<file path="config.mk">
export PLATFORM = sky130hd
export DESIGN_NAME = demux_stream
export DESIGN_NICKNAME = d
export VERILOG_FILES = /design/src/rtl/demux_pkg.sv /design/src/rtl/demux_stream.sv
export SDC_FILE = /design/constraint.sdc
export NUM_CORES = 1
export LEC_CHECK = 0
export ABC_AREA = 1
export CAP_MARGIN = 0
export CORE_MARGIN = 5
export CORE_UTILIZATION = 40
export DETAILED_ROUTE_END_ITERATION = 12
export PLACE_DENSITY_LB_ADDON = 0.1
export RECOVER_POWER = 50
export REMOVE_ABC_BUFFERS = 1
export SYNTH_ARGS = -nofsm -noshare
export SYNTH_HDL_FRONTEND = slang
export SYNTH_SLANG_ARGS = --single-unit
</file>
<file path="constraint.sdc">
create_clock -name clk -period 2.3 [get_ports clk]
set_clock_uncertainty 0.2 [all_clocks]
set_input_delay 0.23 -clock clk [delete_from_list [all_inputs] [get_ports clk]]
set_output_delay 0.23 -clock clk [all_outputs]
set_load 0.1 [all_outputs]
</file>
<file path="src/rtl/demux_pkg.sv">
// demux_pkg: shared mode constants, packet FSM states and one-hot decode for the stream demux.
package demux_pkg;
    localparam logic MODE_UNICAST   = 1'b0;
    localparam logic MODE_BROADCAST = 1'b1;
    localparam int   DROP_CNT_W     = 8;

    typedef enum logic {IDLE, LOCK} state_e;

    function automatic logic [15:0] onehot(input logic [3:0] sel);
        return 16'(1) << sel;
    endfunction
endpackage

</file>
<file path="src/rtl/demux_stream.sv">
// demux_stream: registered 1-to-NCH stream demux with packet select locking and unicast/broadcast.
module demux_stream
    import demux_pkg::*;
#(
    parameter int WIDTH = 8,
    parameter int NCH   = 8,
    parameter int SELW  = $clog2(NCH)
) (
    input  logic                  clk,
    input  logic                  rst,
    input  logic                  in_valid,
    output logic                  in_ready,
    input  logic [WIDTH-1:0]      in_data,
    input  logic [SELW-1:0]       in_sel,
    input  logic                  in_mode,
    input  logic                  in_last,
    output logic [NCH-1:0]        out_valid,
    input  logic [NCH-1:0]        out_ready,
    output logic [WIDTH-1:0]      out_data,
    output logic                  out_last,
    output logic [DROP_CNT_W-1:0] drop_cnt
);
    state_e                state_q, state_d;
    logic [NCH-1:0]        mask_q, mask_d, pend_q, pend_d, cur_mask;
    logic [WIDTH-1:0]      data_q, data_d;
    logic                  last_q, last_d, acc, load;
    logic [DROP_CNT_W-1:0] cnt_q, cnt_d;
    logic [15:0]           oh;

    assign oh       = onehot(4'(in_sel));
    // An all-zero destination (unicast to a missing channel) marks the whole packet as dropped.
    assign cur_mask = (state_q == LOCK) ? mask_q : (in_mode == MODE_BROADCAST) ? '1 : oh[NCH-1:0];
    assign in_ready = !rst && ((pend_q & ~out_ready) == '0);
    assign acc      = in_valid && in_ready;
    assign load     = acc && (cur_mask != '0);

    assign out_valid = pend_q;
    assign out_data  = data_q;
    assign out_last  = last_q;
    assign drop_cnt  = cnt_q;

    always_comb begin
        state_d = acc ? (in_last ? IDLE : LOCK) : state_q;
        mask_d  = (acc && state_q == IDLE) ? cur_mask : mask_q;
        pend_d  = load ? cur_mask : (pend_q & ~out_ready);
        data_d  = load ? in_data : data_q;
        last_d  = load ? in_last : last_q;
        cnt_d   = (acc && !load && cnt_q != '1) ? cnt_q + 1'b1 : cnt_q;
    end

    always_ff @(posedge clk or posedge rst) begin
        if (rst) begin
            state_q <= IDLE;
            mask_q  <= '0;
            pend_q  <= '0;
            data_q  <= '0;
            last_q  <= 1'b0;
            cnt_q   <= '0;
        end else begin
            state_q <= state_d;
            mask_q  <= mask_d;
            pend_q  <= pend_d;
            data_q  <= data_d;
            last_q  <= last_d;
            cnt_q   <= cnt_d;
        end
    end
endmodule

</file>
==> flow_metrics.tcl <==
set metrics [dict create \
    final_hold_viol_count 0 \
    grt_max_degree 35 \
    synth-seq-area-share 0.494 \
    fp-row-count 23 \
    ir_drop_mv 0.698 \
    p_leak_nw 1.21 \
    synth_compound_area_frac 0.0501 \
    rsz0062_at_grt "no" \
    crit_fanout 8 \
    status "finished clean" \
    hold_path_depth 2 \
    drive_above_1_share 0.147 \
    syn_to_final_growth_pct 32.7 \
    routabilityCongestion 0.832 \
    max-slew-margin-rel 0.202 \
    crit_family "simple AND/OR/NAND/NOR gates" \
    crit_path_frequent_cell "nand2_1" \
    synth_fa_ha_area_frac 0.00727 \
    slowest_delay_ps 410 \
    p_per_area_mw_per_mm2 1390 \
    end_kind "register" \
    cts_root_buf "clkbuf_8" \
    ctsLongestPathBuffers 2 \
    syn_area_mm2 0.00172 \
    critPathKind "register to register" \
    synthMuxAreaShare 0 \
    portBuffers 49 \
    core_mm2 0.00409 \
    clk_latency_ps 290 \
    final-setup-viol-count 0 \
    wl_um 4100 \
    drv_cap 0 \
    swShare 0.565 \
    dieHeight_um 75.6 \
    die_area_mm2 0.00572 \
    synth_cell_types 20 \
    cts_buffers 5 \
    post-cts-setup-buffers 0 \
    start_util 0.421 \
    r2r_slack_ps 330 \
    die-width_um 75.6 \
    drt_iter0_markers 86 \
    synth_top_family_by_area "simple AND/OR/NAND/NOR gates" \
    syn-instance-count 219 \
    synthSimpleGateAreaFrac 0.344 \
    antenna_left 0 \
    clkSinkCount 34 \
    first_pass_iters 4 \
    placedCellCount 320 \
    overflow 0 \
    ys.warnings.count 0 \
    tritoncts "built" \
    grt_first_pass_wirelength_um 6840 \
    critPathBufInv 1 \
    ctsResizeCount 0 \
    worstPathCellList "nor2_2, nand2_1, nand2_1, nand2_1, nor2_2, nand2_1, buf_4, nor2_8, nand3_1, nand2_1" \
    grt_usage 0.158 \
    cp.arrival_ps 2000 \
    crit_slowest_cell "dfrtp_1" \
    grt_pass1_vias 1526 \
    hp-class "register to register" \
    dp_hpwl_um 3160 \
    period_share 0.856 \
    worst_pin_slew_ps 1200 \
    synth_seq_cells 34 \
    num-nets-final 302 \
    htreeDepth 2 \
    cts_hold_buf 0 \
    tns_ps 0 \
    max_freq_ghz 0.508 \
    p_int_w 0.00138 \
    diodes 0 \
    drc 0 \
    avgSynthCellArea_um2 7.86 \
    combPwrFrac 0.570 \
    drv_slew 0 \
    vias 1540 \
    path_clk_slew_ps 80 \
    antenna_found_initial 0 \
    cp.depth 10 \
    cp.required_ps 2330 \
    startpoint_type "register" \
    io_pins 50 \
    p_seq_frac 0.283 \
    wl_per_cell_um 12.5 \
    power.share.clock 0.147 \
    layoutNonFillerInstCount 328 \
    finalCriticalPeriod_ps 1970 \
    p_sw_w 0.00179 \
    viasPerCell 4.70 \
    whs_ps 273 \
    synthXorXnorAreaFrac 0.0305 \
    r2r_cells 10 \
]
==> per-stage QoR <==
stage          area, um^2  utilization  power, W  worst slack [ps]
5_1_grt              2280        0.559   0.00335               131
4_1_cts              2340        0.572   0.00330               319
3_5_place_dp         2240        0.548   0.00283              71.3
6_report             2280        0.559   0.00317               331
3_3_place_gp         2240        0.548   0.00281               119
2_1_floorplan        1690            -   0.00234              -117
==> flip-flops by register name, indices dropped and copies added (netlist names) <==
signal,cells
drop_cnt,8
mask_q,8
out_data,8
out_valid,8
out_last,1
state_q,1
==> logic make-up (layout without fill, tap and decap cells) <==
logic type	after synthesis	count (layout)
fa+ha+maj	1	1
simple gates	131	131
xor+xnor	6	6
compound gates	17	17
buf+inv	30	89
flops	34	34
==> Yosys cell counts (all sizes together) <==
master	number	area (um^2)
nand4	2	25.0
dfrtp	34	851
inv	25	93.8
buf	5	33.8
nand2	80	303
nand3b	1	7.51
o22ai	1	6.26
nor3	1	5.00
xor2	5	43.8
nor2	12	76.3
ha	1	12.5
xnor2	1	8.76
nand3	35	175
o21ai	16	80.1
==> layout make-up <==
class | instances | area (um^2)
inverter | 25 | 93.8
sequential | 34 | 851
clock inverter | 2 | 12.5
tap | 50 | 62.6
fill | 413 | 1800
timing repair buffer | 56 | 439
clock buffer | 6 | 82.6
multi-input combinational | 155 | 743
==> tightest hold or removal path, stage by stage, from the launching register on <==
cell and delay, ps:
dfrtp_1 340, nand2_1 60, nand2_1 40
==> final timing paths <==
check,start,to
max in group asynchronous,rst,out_valid[1]$_DFF_PP0_
max,state_q$_DFFE_PP0P_,drop_cnt[0]$_DFFE_PP0P_
min,out_last$_DFFE_PP0P_,out_last$_DFFE_PP0P_
min in group asynchronous,rst,out_data[0]$_DFFE_PP0P_
min reg2reg,out_last$_DFFE_PP0P_,out_last$_DFFE_PP0P_
max reg2reg,state_q$_DFFE_PP0P_,drop_cnt[0]$_DFFE_PP0P_
==> layout by cell type, fill, tap and decap left out, types with 2 or more instances in the layout <==
master,instances
buf_4,18
clkdlybuf4s50_1,22
dfrtp_1,34
nand3_1,35
nand2_1,79
xor2_1,5
clkbuf_1,13
nor2_2,6
o21ai_0,16
nor2_1,5
inv_2,3
inv_1,22
nand4_2,2
clkbuf_8,6
==> power groups by stage <==
| stage | Combinational (W) | Sequential (W) | Clock (W) |
|---|---|---|---|
| finish | 0.00181 | 0.000897 | 0.000467 |
| floorplan | 0.000490 | 0.00185 | 0 |
| detailed placement | 0.00191 | 0.000913 | 0 |
| global placement | 0.00190 | 0.000906 | 0 |
| CTS | 0.00191 | 0.000902 | 0.000480 |
| global route | 0.00193 | 0.000915 | 0.000505 |
==> routing by layer <==
metal	wire (um)	global-route usage
met5	0	0
met4	65	0.0641
met3	343	0.0330
met2	1830	0.249
met1	1860	0.213
No activity file was read; power rests on OpenSTA's default activity.
